### config.mk
export PLATFORM = sky130hd
export DESIGN_NAME = ct_piu_top_stub_responder
export DESIGN_NICKNAME = d
export VERILOG_FILES = /design/src/rtl/ct_piu_top_stub_responder.sv
export SDC_FILE = /design/constraint.sdc
export NUM_CORES = 1
export LEC_CHECK = 0
export ABC_AREA = 1
export BUFFER_PORTS_ARGS = -buffer_cell sky130_fd_sc_hd__buf_2
export CORE_AREA = 4 4 737 739
export DETAILED_ROUTE_END_ITERATION = 7
export DIE_AREA = 0 0 741 743
export PLACE_DENSITY = 0.3
export SETUP_SLACK_MARGIN = 0.3
export SLEW_MARGIN = 10
export SYNTH_ARGS = -nofsm -noshare
export SYNTH_HDL_FRONTEND = slang
export SYNTH_SLANG_ARGS = --single-unit
### constraint.sdc
create_clock -name forever_cpuclk -period 2.1 [get_ports forever_cpuclk]
set_input_delay 0.21 -clock forever_cpuclk [delete_from_list [all_inputs] [get_ports forever_cpuclk]]
set_output_delay 0.21 -clock forever_cpuclk [all_outputs]
set_load 0.05 [all_outputs]
### src/rtl/ct_piu_top_stub_responder.sv
// ct_piu_top_stub_responder: drains stray SNB R/B responses with round-robin grant, delayed ack and error logging
module ct_piu_top_stub_responder #(
    parameter int NUM_SNB    = 2,
    parameter int UPKB_WIDTH = 535,
    parameter int B_WIDTH    = 14,
    parameter int ARWIDTH    = 71,
    parameter int AWWIDTH    = 71,
    parameter int WCD_WIDTH  = 535,
    parameter int SID_WIDTH  = 5,
    parameter int R_SID_LSB  = 0,
    parameter int B_SID_LSB  = 0,
    parameter int ACK_DLY    = 1
) (
    input  logic                            forever_cpuclk,
    input  logic                            cpurst,
    input  logic [NUM_SNB-1:0]              snbx_piu_rvalid,
    input  logic [NUM_SNB*UPKB_WIDTH-1:0]   snbx_piux_rbus,
    input  logic [NUM_SNB-1:0]              snbx_piu_bvalid,
    input  logic [NUM_SNB*B_WIDTH-1:0]      snbx_piux_bbus,
    input  logic [NUM_SNB-1:0]              snbx_piu_ar_grant,
    input  logic [NUM_SNB-1:0]              snbx_piu_aw_grant,
    input  logic [NUM_SNB-1:0]              snbx_piu_wcd_grant,
    input  logic                            stub_err_clr,
    output logic [NUM_SNB-1:0]              piu_snbx_ar_req,
    output logic [NUM_SNB-1:0]              piu_snbx_aw_req,
    output logic [NUM_SNB-1:0]              piu_snbx_wcd_req,
    output logic [NUM_SNB*ARWIDTH-1:0]      piu_snbx_ar_bus,
    output logic [AWWIDTH-1:0]              piu_xx_aw_bus,
    output logic [WCD_WIDTH-1:0]            piu_xx_wcd_bus,
    output logic [NUM_SNB-1:0]              piu_snbx_r_grant,
    output logic [NUM_SNB-1:0]              piu_snbx_b_grant,
    output logic [NUM_SNB-1:0]              piu_snbx_rack,
    output logic [SID_WIDTH-1:0]            piu_snbx_rack_sid,
    output logic [NUM_SNB-1:0]              piu_snbx_back,
    output logic [SID_WIDTH-1:0]            piu_snbx_back_sid,
    output logic                            piu_xx_no_op,
    output logic                            stub_err_sticky,
    output logic [7:0]                      stub_err_cnt
);
    localparam int IW = NUM_SNB > 1 ? $clog2(NUM_SNB) : 1;
    typedef enum logic [1:0] {IDLE, GRANT, WAIT, ACK} state_t;

    logic [NUM_SNB-1:0]   vld [2];
    logic [SID_WIDTH-1:0] bus_sid [2][NUM_SNB];
    logic [NUM_SNB-1:0]   gnt [2];
    logic [NUM_SNB-1:0]   ack [2];
    logic [SID_WIDTH-1:0] ack_sid [2];
    logic [1:0]           acc, viol, idle;
    logic [7:0]           err_base;
    logic [8:0]           err_sum;
    logic                 unused_ok;

    assign vld[0] = snbx_piu_rvalid;
    assign vld[1] = snbx_piu_bvalid;
    for (genvar i = 0; i < NUM_SNB; i++) begin : g_sid
        assign bus_sid[0][i] = snbx_piux_rbus[i*UPKB_WIDTH+R_SID_LSB +: SID_WIDTH];
        assign bus_sid[1][i] = snbx_piux_bbus[i*B_WIDTH+B_SID_LSB +: SID_WIDTH];
    end

    // path 0 drains R responses, path 1 drains B responses
    for (genvar p = 0; p < 2; p++) begin : g_path
        state_t               st, st_n;
        logic [IW-1:0]        sel, ptr, pick, idx;
        logic [SID_WIDTH-1:0] sid;
        logic [3:0]           cnt, cnt_n;
        logic                 found;
        always_comb begin
            found = 1'b0;
            pick  = '0;
            idx   = '0;
            for (int k = 0; k < NUM_SNB; k++) begin
                idx = IW'((int'(ptr) + k) % NUM_SNB);
                if (!found && vld[p][idx]) begin
                    found = 1'b1;
                    pick  = idx;
                end
            end
        end
        always_comb begin
            st_n  = st;
            cnt_n = cnt;
            case (st)
                IDLE:  st_n = |vld[p] ? GRANT : IDLE;
                GRANT: begin
                    st_n  = vld[p][sel] ? (ACK_DLY == 1 ? ACK : WAIT) : IDLE;
                    cnt_n = 4'(ACK_DLY - 1);
                end
                WAIT: begin
                    cnt_n = cnt - 4'd1;
                    st_n  = cnt == 4'd1 ? ACK : WAIT;
                end
                default: st_n = IDLE;
            endcase
        end
        always_ff @(posedge forever_cpuclk) begin
            if (cpurst) begin
                st  <= IDLE;
                sel <= '0;
                ptr <= '0;
                sid <= '0;
                cnt <= '0;
            end else begin
                st  <= st_n;
                cnt <= cnt_n;
                if (st == IDLE && found) begin
                    sel <= pick;
                    sid <= bus_sid[p][pick];
                end
                if (st == ACK)
                    ptr <= (int'(sel) == NUM_SNB - 1) ? '0 : sel + 1'b1;
            end
        end
        assign gnt[p]     = (st == GRANT) ? NUM_SNB'(1) << sel : '0;
        assign ack[p]     = (st == ACK) ? NUM_SNB'(1) << sel : '0;
        assign ack_sid[p] = (st == ACK) ? sid : '0;
        assign acc[p]     = (st == GRANT) && vld[p][sel];
        assign viol[p]    = (st == GRANT) && !vld[p][sel];
        assign idle[p]    = st == IDLE;
    end

    // clear applies first so same-cycle accepts still count
    always_comb begin
        err_base = stub_err_clr ? 8'd0 : stub_err_cnt;
        err_sum  = {1'b0, err_base} + {8'd0, acc[0]} + {8'd0, acc[1]};
    end

    always_ff @(posedge forever_cpuclk) begin
        if (cpurst) begin
            stub_err_cnt    <= '0;
            stub_err_sticky <= 1'b0;
        end else begin
            stub_err_cnt    <= err_sum[8] ? 8'hff : err_sum[7:0];
            stub_err_sticky <= (~stub_err_clr & stub_err_sticky) | (|acc) | (|viol);
        end
    end

    assign piu_snbx_r_grant  = gnt[0];
    assign piu_snbx_b_grant  = gnt[1];
    assign piu_snbx_rack     = ack[0];
    assign piu_snbx_back     = ack[1];
    assign piu_snbx_rack_sid = ack_sid[0];
    assign piu_snbx_back_sid = ack_sid[1];
    assign piu_xx_no_op      = idle[0] & idle[1] & ~|snbx_piu_rvalid & ~|snbx_piu_bvalid;
    assign piu_snbx_ar_req   = '0;
    assign piu_snbx_aw_req   = '0;
    assign piu_snbx_wcd_req  = '0;
    assign piu_snbx_ar_bus   = '0;
    assign piu_xx_aw_bus     = '0;
    assign piu_xx_wcd_bus    = '0;
    assign unused_ok = ^{snbx_piu_ar_grant, snbx_piu_aw_grant, snbx_piu_wcd_grant, snbx_piux_rbus, snbx_piux_bbus};
endmodule
==> impl.org, run 1 <==
** Run status
- The flow ran to the end, and the final reports show no timing, DRC or antenna violations.

** Setup path
- The setup check on the worst reg-to-reg path leaves a slack of 460 ps.
- The endpoint identified for the worst register-to-register timing path is stub_err_cnt[5].
- Critical path capture point type :: output port
- Measured in cells, the most critical reg-to-reg path has a length of 15.
- STA puts the critical path data required time at 1890 ps.
- The critical path in this run is classified as flop to output port.
- Worst path arrival time :: 1480 ps
- FF-to-FF Start :: g_path[0].st[1]
- The worst setup path is launched from a flop.
- Of all nets on the critical path, the largest fanout is 8.

** Power
- IR analysis of the VDD net gives a maximum drop of 289 uV.
- For this design the ratio of total power to cell area is approximately 360 nW/um^2.
- Leakage component of the power :: about 3.9 nW
- Total power for the finished layout comes to 5.17 mW.

** Floorplan
- For this design the top-level I/O count stands at ~1.9k.
- Initial Utilization :: 0.0143
- Die outline area :: 551000 um^2
- The die is 743 um tall.
- The total area inside the core boundary comes to 536000 um^2.
- The die is 741 um wide.
- Site Rows :: roughly 270

** Yosys
- Summed over all instances, the cell type with the most area after synthesis is buf_4.
- Biggest area contributors in the synthesized netlist :: buf_4 (74%), dfxtp_1 (9.2%), inv_1 (3.3%), nand2_1 (3.0%), ha_1 (2.1%)
- Post-synthesis instance total :: 1052
- Yosys mapped a number of flops with a built-in enable equal to 0.
- After synthesis the cells add up to 7650 um^2.
- Yosys warnings :: 0
- The synthesized netlist contains 25 unique library cells.
- The share of synthesized area in the top cell type comes to 0.740.
- Yosys reg bits :: 35
- Counting flops with an async set or reset pin after synthesis yields a share of 0.
- Leading register cell type out of synthesis :: dfxtp_1
- Of the synthesized area, sequential elements account for 0.0916.
- Synth Area per Inst :: 7.27 um^2

** Placed design
- In this run the tool buffered the top-level ports with 54 buffer cells.
- Worst setup slack after placement :: approximately 260 ps
- Cell Count Post-Placement :: 8290
- The HPWL after detailed placement is between 10 and 15 mm.
- Routability-driven placement congestion ratio :: 0.585

** Timing
- Setup repair after global routing left no endpoint under its margin.
- Crit path setup slack, layout :: between 400 and 500 ps
- For the pin with the worst max-slew slack, the measured transition is approximately 700 ps.
- Maximum clock frequency :: 592 MHz
- The tightest hold path in the finished design has a slack of 255 ps.
- # setup viols final :: 0
- For the final routed database, the setup TNS stands at 0 ps.
- Number of slew-limit violations in the final report :: 0
- Layout Skew :: 9.81 ps
- Counting I/O delays and the setup requirement, the final critical path takes between 1500 and 2000 ps.
- Headroom to the max-slew limit :: 0.536
- The final-report hold violation count was 0.
- Share of the cycle needed by the critical path after routing :: 0.805

** Global routing
- Final global-route overflow total :: 0
- The via count of the first global-routing pass is 2701.
- Wire length of the first global-routing pass :: around 17 mm
- Largest net degree at the start of global routing :: 14
- Initial antenna violation count :: 1
- Across every metal layer, demand over resource in global routing totals 0.00391.

** CTS
- After clock tree synthesis, the clock-pin slew on the worst setup and hold paths is approximately 60 ps.
- The clock reaches the later pin of the worst-skew pair after 280 ps.
- Maximum clock insertion buffer count :: 2
- Clock tree from TritonCTS :: done
- TritonCTS sink count :: 35
- Number of levels in the clock H-tree :: 2
- Clock root cell :: clkbuf_16
- Number of buffers inserted during clock tree synthesis :: 5

** Route
- Drt initial violations :: 37
- Count of vias placed by the detailed router :: between 3k and 4k
- Total wire length after detailed routing :: 15.0 mm
- In this run the remaining antenna-violating nets after routing total 0.
- Average detailed-routed wire length per instance :: approximately 1.8 um
- Via density per instance :: 0.457
- In the routed design, unresolved DRC markers number 0.
- Number of detailed-route iterations in the first pass :: 4

** Final layout
- In the final design database the tool counted 2243 nets.
- Fraction of final layout cells with drive strength greater than 1 :: 0.0920
- The area growth from synthesis to layout is 87.9%.
- N_diodes :: 0
- The count of cells in the finished layout, fillers not included, comes to 8301.

** Worst hold path
- The worst hold path passes through 5 cells.
- The path with the worst hold slack has its endpoint at g_path[1].sid[1].
- Hold path startpoint :: snbx_piux_bbus[15]
- The worst hold path belongs to the class input port to flop.

** Run
- # Max-Cap Violations :: 0
==> cell families (layout without fill, tap and decap cells) <==
kind of cell / Yosys count / after routing / synth area share
AO/OA/AOI/OAI: 35 / 35 / 0.0275
other: 1 / 754 / 0.000490
adder cells (fa/ha/maj): 13 / 13 / 0.0213
flip-flops: 35 / 35 / 0.0916
buffers and inverters: 830 / 145 / 0.780
XOR/XNOR: 1 / 1 / 0.00114
AND/OR/NAND/NOR: 137 / 137 / 0.0785
==> power by group <==
part	total (mW)	switching, mW	internal, mW
Sequential	0.828	0.0698	0.758
Combinational	3.57	3.34	0.230
Clock	0.773	0.298	0.475
==> synthesized netlist by cell type, types with 7 or more instances <==
cell	number
o21ai_0	7
inv_1	68
nand2_1	61
nor2_1	31
ha_1	13
nor3_1	11
dfxtp_1	35
a21oi_1	14
o211ai_1	10
buf_4	754
nand3_1	22
==> how the worst max path moves through the flow <==
stage / from / end / slack (ps) / cells past startpoint
floorplan: stub_err_cnt[0] / stub_err_cnt[2] / 310 / 12
global placement: g_path[1].st[1] / stub_err_cnt[3] / 250 / 13
detailed placement: g_path[1].st[1] / stub_err_cnt[3] / 260 / 13
CTS: g_path[1].st[0] / piu_snbx_back[0] / 290 / 5
global route: g_path[1].st[1] / stub_err_cnt[5] / 290 / 15
finish: g_path[1].st[0] / piu_snbx_back[0] / 410 / 5
==> cells in the final DEF (no fill, tap or decap) <==
master,synthesis,layout
nand4_1,1,1
nor2_1,31,30
o211ai_1,10,10
dfxtp_1,35,30
clkbuf_16,0,5
o21ai_0,7,6
and3_1,4,4
inv_2,1,5
ha_4,0,2
a21oi_1,14,14
nand2_2,4,5
o21ai_4,0,1
buf_6,1,2
ha_2,0,3
ha_1,13,8
nand3b_1,1,1
dfxtp_2,0,4
inv_1,68,64
dfxtp_4,0,1
clkinv_4,0,1
clkbuf_8,1,1
buf_2,2,53
nor3_4,1,1
nor3_2,0,1
conb_1,1,754
nand2_1,61,60
nor3_1,11,10
buf_4,754,13
nand3_2,1,4
xnor2_1,1,1
nand3_1,22,19
nor2_4,0,1
clkbuf_1,3,1
a211oi_1,4,4
==> through the flow <==
stage	util	cell area [um^2]
3_3_place_gp	0.0264	14100
6_report	0.0268	14400
2_1_floorplan	-	10500
4_1_cts	0.0267	14300
3_5_place_dp	0.0264	14100
5_1_grt	0.0268	14400
==> registers in the layout, indices dropped and copies added, names as in the netlist <==
register,cells
g_path.ptr,2
g_path.sel,2
g_path.cnt,8
g_path.sid,10
stub_err_sticky,1
g_path.st,4
stub_err_cnt,8
==> worst max-delay path, cell delays in order, from the launching register on <==
cell and delay, ps:
dfxtp_2 350, buf_4 120, ha_2 290, inv_1 90, nor2_1 90, buf_2 270
==> area by class of cell <==
type	count	area, um^2
clock inverter	1	8.76
inverter	69	259
fill	64200	522000
timing repair buffer	68	385
sequential	35	709
tap	7181	8980
multi-input combinational	940	3890
clock buffer	7	143
==> routing by layer <==
metal  global-route usage  vias up  wire length, um
met5                    0        -                0
met4             0.000803        0               97
met3             0.000822        8             1880
met2              0.00782      374             8280
met1              0.00412     1605             4690
li1                     -     1808                -
==> repair_timing <==
item / CTS / global route
gates resized for setup: 5 / 14
setup buffers: 0 / 3
endpoints found under the hold margin: 0 / 0
pin swaps: 0 / 6
setup endpoints to repair: 13 / 12
hold buffers: 0 / 0
Power figures use the tool's default switching activity.
==> run 2: changes to the inputs <==
==> constraint.sdc (replaced) <==
create_clock -name forever_cpuclk -period 1.6 [get_ports forever_cpuclk]
set_input_delay 0.16 -clock forever_cpuclk [delete_from_list [all_inputs] [get_ports forever_cpuclk]]
set_output_delay 0.16 -clock forever_cpuclk [all_outputs]
set_load 0.05 [all_outputs]
==> run 2 against run 1 <==
The run now ends with negative setup slack left; non-clock buffer count grew 24; sequential cell count is the same; sequential share of layout area fell by 0.23 points; critical path depth is 10 higher; core utilization rose by 0.14 points; clock skew up 0.57 ps; design area up 5.3%; first-iteration DRC count decreased by 8.1%; clock-buffer cell count unchanged; critical endpoint is now stub_err_cnt[5].
==> impl.org, run 2 (synthesized netlist as in run 1, its figures left out) <==
** Final layout
- The final-stage net count is 2267 (+1.1%).
- The register area is 712 um^2 (+0.35%).
- Area grow syn2layout :: 97.7%
- Final design instance area without fill :: 15100 um^2 (+5.3%)
- Leaving out fill and tap cells, the most frequent cells in the layout are conb_1 (754), inv_1 (45), nand2_1 (45).
- Largest regs :: g_path.sid (10), g_path.cnt (8), stub_err_cnt (8)
- Ranked by flip-flop count, first place goes to g_path.sid.
- Most frequent standard cell in the layout excluding fill and tap cells :: conb_1
- The fraction of final layout cells with drive strength greater than 1 is 0.163 (+0.0706).
- The final standard cell count with taps included and fillers excluded was 8325 (+0.29%).
- N_diodes :: 0 (unchanged)
- The number of inserted filler cells in the final layout is 64.1k (-0.076%).
- The flip-flop count of the largest register, all copies and words added was 10 (unchanged).
- The combined area of the multi-input logic cells came to 4140 um^2 (+6.6%).

** Global routing
- The routing usage on met1 came to 0.00358 (-0.000545).
- Initial antenna violation count :: 1 (unchanged)
- Wire length of the first global-routing pass :: 16.9 mm (+1.9%)
- Global routing usage on met3 :: 0.00134 (+0.000521)
- Vias in the first global route :: 2977 (+10%)
- Overall Global Routing Usage :: 0.00380 (-0.000103)
- The layer flagged by global routing as most heavily used is met2.
- Final global-route overflow total :: 0 (unchanged)
- Met2 track utilization from global routing :: 0.00765 (-0.000177)
- The largest net degree at the start of global routing came to 13 (-1).

** Power
- The maximum ir drop on the vdd rail was 364 uV (+26%).
- The part of the power in the clock network is 0.143 (-0.007).
- The combinational fraction of design power is 0.704 (+0.014).
- The total power per unit cell area came to 474 nW/um^2 (+32%).
- The switching power was 5.02 mW (+35%).
- Design Power :: 7.17 mW (+39%)
- Cell Int Power :: 2.15 mW (+47%)
- The share of total power consumed by net switching came to 0.700 (-0.0168).
- Leakage component of the power :: 4.19 nW (+6.9%)
- The portion of total power attributed to sequential cells is 0.153 (-0.007).

** Setup path
- The total stage count of the critical path came to 15 (+10).
- The slowest stage of the critical path belongs to the cell dfxtp_2.
- The flop-to-flop setup slack is -30 ps (-490 ps).
- Largest fanout of any net on the critical path :: 5 (-3)
- Worst reg2reg path endpoint :: stub_err_cnt[5]
- The critical path is of the flop to flop type.
- Cells along the critical path :: inv_2 -> ha_4 -> inv_4 -> nor2_4 -> nand2_2 -> o21ai_2 -> ha_2 -> inv_2 -> nand2_4 -> buf_6 -> nand2_1 -> nand2_1 -> nand3_1 -> nand2_1 -> inv_1
- In this design, the critical path's most frequently occurring cell is nand2_1.
- Worst path arrival time :: 1810 ps (+330 ps)
- FF-to-FF Start :: g_path[0].st[1]
- In this run the worst setup path terminates at stub_err_cnt[5].
- On the critical path the largest part of the delay comes from simple AND/OR/NAND/NOR gates.
- Depth of the worst register-to-register path :: 15 (unchanged)
- Number of buffers and inverters on the critical path :: 5 (+2)
- The data required time at the worst endpoint is 1790 ps (-100 ps).
- Critical path capture point type :: flop
- The maximum cell stage delay along the critical path is 320 ps (-30 ps).
- Tracing the worst setup path back leads to its startpoint at g_path[0].st[1].
- Startpoint kind of the worst setup timing path :: flop

** Floorplan
- Vertical die dimension :: 743 um (unchanged)
- The placeable core region was 536000 um^2 (unchanged).
- The initial cell density of the core came to 0.0143 (unchanged).
- Die outline area :: 551000 um^2 (unchanged)
- The site row count came to 269 (unchanged).
- The I/O pin count is 1893 (unchanged).
- DIE WIDTH :: 741 um (unchanged)

** CTS
- TritonCTS built the clock tree.
- Maximum clock insertion buffer count :: 2 (unchanged)
- Number of buffers inserted during clock tree synthesis :: 5 (unchanged)
- Register clock-pin slew on the reported worst setup and hold paths :: 60 ps (about the same)
- TritonCTS sink count :: 35 (unchanged)
- The insertion delay of the later-clocked pin in the worst-skew pair was 280 ps (about the same).
- The CTS H-tree depth was 2 (unchanged).
- Number of buffers inserted for hold repair after clock tree synthesis :: 0 (unchanged)
- The cell sitting at the root of the clock tree is a clkbuf_16.

** Route
- Number of nets with antenna violations after routing :: 0 (unchanged)
- Number of detailed-route iterations in the first pass :: 4 (unchanged)
- Drt initial violations :: 34 (-8.1%)
- The aggregate routed wire length came to 14.5 mm (-3.2%).
- Post-route DRC violation count :: 0 (unchanged)
- Average detailed-routed wire length per instance :: 1.74 um (-3.4%)
- The via density per instance is 0.479 (+4.7%).
- The total number of vias was 3985 (+5.0%).

** Timing
- Number of slew-limit violations in the final report :: 0 (unchanged)
- # setup viols final :: 4 (+4)
- For this run, the top clock speed supported by timing is just over 600 MHz.
- Setup repair after global routing could not meet its margin everywhere.
- The routed design could run at a clock period as short as between 1500 and 2000 ps.
- Share of the cycle needed by the critical path after routing :: 1.02
- The worst hold margin came to 191 ps (-63.7 ps).
- The clock tree skew after final layout is 10.4 ps (+0.567 ps).
- The final-report hold violation count came to 0 (unchanged).
- Crit path setup slack, layout :: -26.4 ps (-436 ps)

** Run status
- Outcome :: finished with violations
- Failing checks :: negative setup slack

** Placed design
- The placed wire-length estimate after detailed placement is 13.0 mm (-5.9%).
- The total placed instance area is 14400 um^2 (+1.7%).
- The cell count after placement is 8309 (+0.23%).
- Port Buffer Count :: 54 (unchanged)
- The placer congestion estimate came to 0.590 (+0.79%).
- The placement-stage worst setup slack is -219 ps (-480 ps).

** Worst hold path
- HP Class :: input port to flop

** Run
- # Max-Cap Violations :: 0 (unchanged)
## run 2: power by group through the flow
stage | clock (mW) | sequential (mW) | combinational (mW)
4_1_cts | 1.08 | 1.09 | 4.87
3_5_place_dp | 0 | 1.09 | 4.70
2_1_floorplan | 0 | 1.12 | 5.78
5_1_grt | 1.11 | 1.11 | 5.28
6_report | 1.02 | 1.10 | 5.05
3_3_place_gp | 0 | 1.10 | 4.71
## run 2: worst min-delay path by stage
| stage | start | endpoint | slack [ps] | cells past startpoint |
|---|---|---|---|---|
| 5_1_grt | snbx_piux_bbus[17] | g_path[1].sid[3] | 220 | 5 |
| 2_1_floorplan | cpurst | g_path[0].st[1] | 310 | 3 |
| 3_5_place_dp | g_path[1].ptr | g_path[1].ptr | 470 | 2 |
| 6_report | snbx_piux_rbus[4] | g_path[0].sid[4] | 190 | 5 |
| 4_1_cts | snbx_piux_rbus[4] | g_path[0].sid[4] | 190 | 5 |
| 3_3_place_gp | g_path[1].ptr | g_path[1].ptr | 470 | 2 |
## run 2: per-stage QoR
step	TNS [ps]	utilization
3_5_place_dp	-1350	0.0268
2_1_floorplan	-1120	-
5_1_grt	-792	0.0282
3_3_place_gp	-1440	0.0268
6_report	-61.7	0.0282
4_1_cts	-221	0.0278
## run 2: final cells by class
type / instances / area share
sequential: 35 / 0.0470
timing repair buffer: 92 / 0.0566
clock inverter: 1 / 0.000579
inverter: 69 / 0.0188
clock buffer: 7 / 0.00943
tap: 7181 / 0.594
multi-input combinational: 940 / 0.274
## run 2: metal layers
layer,routed length [um],vias to the layer above
li1,-,1859
met2,8260,373
met3,2100,14
met4,160,2
met5,20,-
met1,3940,1737
## run 2: worst register-to-register path, cell delays in order, from the launching register on
cell	delay [ps]
dfxtp_2	320
inv_2	70
ha_4	150
inv_4	40
nor2_4	90
nand2_2	50
o21ai_2	80
ha_2	200
inv_2	50
nand2_4	80
buf_6	120
nand2_1	40
nand2_1	60
nand3_1	70
nand2_1	60
inv_1	40
## run 2: repair_timing
action / 4_1_cts / 5_1_grt
setup endpoints to repair: 47 / 49
resized for setup: 111 / 46
buffers inserted: 4 / 2
pin swaps: 30 / 19
gates cloned: 1 / 1
